==> src/rtl/dff_counter.sv <==
// dff_counter: WIDTH-bit register with hold/load/increment/decrement modes, a registered wrap flag and zero detect.
// Define DFF_COUNTER_SAT_EN to saturate at all-ones/zero instead of wrapping around.
module dff_counter #(
  parameter int WIDTH       = 12,
  parameter int RESET_VALUE = 0
) (
  input  logic             clk,
  input  logic             clr,
  input  logic             en,
  input  logic [1:0]       mode,
  input  logic [WIDTH-1:0] d,
  output logic [WIDTH-1:0] q,
  output logic [WIDTH-1:0] nq,
  output logic             wrap,
  output logic             zero
);

  typedef enum logic [1:0] {
    MODE_HOLD = 2'b00,
    MODE_LOAD = 2'b01,
    MODE_INC  = 2'b10,
    MODE_DEC  = 2'b11
  } mode_t;

  localparam logic [WIDTH-1:0] RST_Q    = WIDTH'(RESET_VALUE);
  localparam logic [WIDTH-1:0] ALL_ONES = '1;
  localparam logic [WIDTH-1:0] ONE      = WIDTH'(1);

  logic [WIDTH-1:0] r_q;
  logic             r_wrap;
  logic [WIDTH-1:0] w_nextQ;
  logic             w_nextWrap;
  mode_t            w_mode;

  assign w_mode = mode_t'(mode);

  // wrap is recomputed on every enabled arithmetic step, so it clears on the first non-overflowing update
  always_comb begin
    w_nextQ    = r_q;
    w_nextWrap = r_wrap;
    if (en) begin
      case (w_mode)
        MODE_HOLD: begin
          w_nextQ    = r_q;
          w_nextWrap = r_wrap;
        end
        MODE_LOAD: begin
          w_nextQ    = d;
          w_nextWrap = 1'b0;
        end
        MODE_INC: begin
          w_nextWrap = (r_q == ALL_ONES);
`ifdef DFF_COUNTER_SAT_EN
          w_nextQ    = (r_q == ALL_ONES) ? r_q : r_q + ONE;
`else
          w_nextQ    = r_q + ONE;
`endif
        end
        MODE_DEC: begin
          w_nextWrap = (r_q == '0);
`ifdef DFF_COUNTER_SAT_EN
          w_nextQ    = (r_q == '0) ? r_q : r_q - ONE;
`else
          w_nextQ    = r_q - ONE;
`endif
        end
      endcase
    end
  end

  always_ff @(posedge clk or posedge clr) begin
    if (clr) begin
      r_q    <= RST_Q;
      r_wrap <= 1'b0;
    end else begin
      r_q    <= w_nextQ;
      r_wrap <= w_nextWrap;
    end
  end

  assign q    = r_q;
  assign nq   = ~r_q;
  assign wrap = r_wrap;
  assign zero = (r_q == '0);

endmodule

==> config.mk <==
export PLATFORM = sky130hd
export DESIGN_NAME = dff_counter
export DESIGN_NICKNAME = d
export VERILOG_FILES = /design/src/rtl/dff_counter.sv
export SDC_FILE = /design/constraint.sdc
export NUM_CORES = 1
export LEC_CHECK = 0
export ABC_AREA = 1
export CORE_MARGIN = 2
export CORE_UTILIZATION = 46
export CTS_CLUSTER_SIZE = 8
export DETAILED_ROUTE_END_ITERATION = 8
export PLACE_DENSITY = 0.9
export SYNTH_ARGS = -nofsm -noshare
export SYNTH_HDL_FRONTEND = slang
export SYNTH_SLANG_ARGS = --single-unit
==> constraint.sdc <==
create_clock -name clk -period 1.75 [get_ports clk]
set_input_delay 0.175 -clock clk [delete_from_list [all_inputs] [get_ports clk]]
set_output_delay 0.175 -clock clk [all_outputs]
set_load 0.005 [all_outputs]
==> metrics.log <==
[metrics] unrepaired setup endpoints after global routing: true
[metrics] startpoint type of the worst setup path: flop
[metrics] share of post-route cells with drive strength above 1: 0.293
[metrics] shortest clock period the worst path allows after layout: 1.88 ns
[metrics] I/O pin count: 43
[metrics] area of combinational cells with multiple inputs: 948 sq um
[metrics] relative contribution of sequential cells to total power: 0.223
[metrics] final worst setup slack: -0.135 ns
[metrics] Synth Area in XOR/XNOR: 0.0538
[metrics] data required time of the critical path: 1.57 ns
[metrics] Final HPWL DP: 3500 microns
[metrics] average instance area after synthesis: 6.19 sq um
[metrics] Die Y: 57.7 microns
[metrics] clock slew at reported path FFs: 0.08 ns
[metrics] top cell type by total area after synthesis: dfrtp_1
[metrics] cell count after synthesis: 214
[metrics] cts bufs inserted: 3
[metrics] max-slew headroom at the worst pin: 0.669
[metrics] number of instances in the placed design: 312
[metrics] worst reg2reg startpoint: q[8]
[metrics] share of the synthesized area in compound gates (AO/OA/AOI/OAI): 0.101
[metrics] Post-Synthesis Net Count: 232
[metrics] VDD IR max: 0.000774 V
[metrics] peak clock frequency supported by timing: 531 MHz
[metrics] slew at the pin closest to its max-slew limit: 0.496 ns
[metrics] Leakage: 1.10 nW
[metrics] placer congestion estimate: 0.976
[metrics] biggest area contributors in the synthesized netlist: dfrtp_1 25%, nand2_1 19%, nand3_1 11%, inv_1 6.8%, nor2_1 6.8%
[metrics] I/O Buffers: 42
[metrics] worst setup timing slack at the placement stage: -0.284 ns
[metrics] die area: 3330 sq um
[metrics] Worst R2R End: q[10]
[metrics] Total GRT Usage: 0.315
[metrics] post-route clock period utilization: 1.08
[metrics] violations in the final reports: negative setup slack
[metrics] switching pwr: 0.795 mW
[metrics] fraction of registers with async set or reset after synthesis: 1.00
[metrics] DRC violations left: 0
[metrics] vias per cell: 5.92
[metrics] post-synth cell types: 33
[metrics] PwrDens: 834 nW/um^2
[metrics] crit-path max FO: 2
[metrics] Worst setup EP type: output port
[metrics] Final setup violation count: 3
[metrics] MaxCap Viol Count: 0
[metrics] Initial Util: 0.480
[metrics] GRT overflow: 0
[metrics] wire length per cell after detailed routing: 18.2 microns
[metrics] CTS HTree Levels: 1
[metrics] antenna violations before repair: 0
[metrics] number of violations reported at the end of detailed-routing iteration 0: 138
[metrics] flops & latches, synth: 13
[metrics] detailed-route wire length: 5860 microns
[metrics] commonest cells after routing, fill and taps aside: 60 x nand2_1, 38 x clkdlybuf4s50_1, 34 x buf_4
[metrics] via count of the first global-routing pass: 1731
[metrics] most frequent standard cell in the layout excluding fill and tap cells: nand2_1
[metrics] area growth from synthesis to layout: 63.2%
[metrics] count of antenna-violating nets left after detailed routing: 0
[metrics] Longest Clk Path Bufs: 2
[metrics] area taken by flip-flops and latches: 325 sq um
[metrics] Post-Synthesis Cell Area: 1330 sq um
[metrics] destination of the critical timing path: zero
[metrics] YS warnings: 0
[metrics] clock latency at the later pin of the worst-skew pair: 0.29 ns
[metrics] number of detailed-route iterations in the first pass: 5
[metrics] Placement Rows: 19
[metrics] Worst R2R Setup Slack: -0.10 ns
[metrics] category of the critical setup timing path: flop to output port
[metrics] width of the die: 57.7 microns
[metrics] post-synthesis sequential area ratio: 0.246
[metrics] maximum number of pins on one net before global-route repair: 20
[metrics] hold violation count in the final report: 0
[metrics] routed vias: 1900
[metrics] share of synthesized cell area in full adder, half adder and majority cells: 0.00944
[metrics] worst setup skew after layout: 0.00341 ns
[metrics] Reg2Reg Depth: 12
[metrics] wire length of the first global-routing pass: 8030 microns
[metrics] TritonCTS clock tree: yes
[metrics] non-filler cells, final: 321
[metrics] area of the placeable core: 2760 sq um
[metrics] portion of netlist area occupied by mux cells: 0
[metrics] ANT cells: 0
[metrics] clock root buffer master: clkbuf_4
[metrics] # clock sinks: 13
[metrics] combinational family with the most area after synthesis: simple AND/OR/NAND/NOR gates
[metrics] total chip power: 1.80 mW
[metrics] outcome: finished with violations
[metrics] fraction of power spent switching nets: 0.441
[metrics] Main synth FF type: dfrtp_1
[metrics] Logic pwr share: 0.668
[metrics] Layout Nets: 309
[metrics] hold buffers post-CTS: 0
[metrics] share of power burned in the clock network: 0.109
[metrics] basic-gate share of the synthesized area counting and, or, nand and nor cells: 0.468
[metrics] WP data arrival: 1.71 ns
[metrics] Internal: 1.01 mW
[metrics] pins over their slew limit: 0
[metrics] share of the synthesized area in the top cell type: 0.246
[metrics] CP Launch Point: q[5]
[metrics] number of synthesized flops with an enable pin: 0
[metrics] type of the most critical hold path: primary input to async pin
[metrics] Layout fillers: 172
==> layout make-up <==
| type | instances | area share |
|---|---|---|
| Multi-Input combinational cell | 166 | 0.439 |
| Timing Repair Buffer | 79 | 0.329 |
| Sequential cell | 13 | 0.150 |
| Inverter | 28 | 0.0515 |
| Tap cell | 31 | 0.0179 |
| Clock buffer | 4 | 0.0122 |
==> state kept, by name, summed over array words and instances, names as in the netlist <==
| signal | cells |
|---|---|
| q | 12 |
| wrap | 1 |
==> worst min path at each step <==
| stage | endpoint | startpoint | slack [ns] | cells after the start |
|---|---|---|---|---|
| 5_1_grt | q[2] | clr | 0.27 | 2 |
| 2_1_floorplan | q[0] | clr | 0.05 | 1 |
| 3_3_place_gp | q[11] | q[11] | 0.50 | 2 |
| 4_1_cts | q[6] | clr | 0.21 | 2 |
| 3_5_place_dp | q[11] | q[11] | 0.51 | 2 |
| 6_report | q[6] | clr | 0.20 | 2 |
==> stage by stage <==
step | TNS, ns | util | hold WS [ns] | area (sq um)
after detailed placement | -2.33 | 0.714 | 0.510 | 1970
after floorplan | 0 | - | 0.0520 | 1330
after global routing | -0.656 | 0.784 | 0.267 | 2160
after CTS | 0 | 0.734 | 0.206 | 2020
final | -0.279 | 0.784 | 0.202 | 2160
after global placement | -1.34 | 0.714 | 0.500 | 1970
==> per-layer routing <==
layer  vias up  global-route usage  wire length (microns)
li1        839                   -                      -
met1       847               0.402                   2060
met2       171               0.500                   2720
met3        43              0.0446                    682
met4         0               0.199                    396
met5         -                   0                      0
==> worst max-delay path, stage by stage (launching register included) <==
cell      delay [ns]
dfrtp_1         0.41
nor2_2          0.18
nand2_1         0.18
nor4b_4         0.37
buf_4           0.17
clkbuf_2        0.10
==> cells by family after synthesis <==
kind of cell	after synthesis
AND/OR/NAND/NOR	138
buffers and inverters	35
AO/OA/AOI/OAI	21
flip-flops	13
XOR/XNOR	6
adder cells (fa/ha/maj)	1
==> what timing repair did <==
action,in CTS,in global routing
endpoints found under the hold margin,0,0
cloned,0,0
gates resized for setup,8,35
setup endpoints to repair,2,11
pin swaps,3,9
buffers inserted,1,4
==> power by group through the flow <==
stage                     Combinational [mW]  Clock [mW]  Sequential, mW
final                                   1.20       0.196           0.403
after global routing                    1.26       0.206           0.406
after CTS                               1.02       0.198           0.394
after detailed placement               0.991           0           0.396
after global placement                 0.965           0           0.395
after floorplan                        0.452           0           0.415
==> synth_stat cells (2+ instances only) <==
library cell / number
xor2_1: 3
inv_1: 24
nor2_2: 2
a21oi_1: 2
inv_2: 4
nand3_1: 28
buf_2: 2
nand2_1: 68
o22ai_1: 2
nor4_1: 3
xnor2_1: 2
nand2_2: 7
dfrtp_1: 13
o21ai_0: 9
nor2_1: 24
nand2_4: 3
a31oi_1: 2
Power figures use the tool's default switching activity.
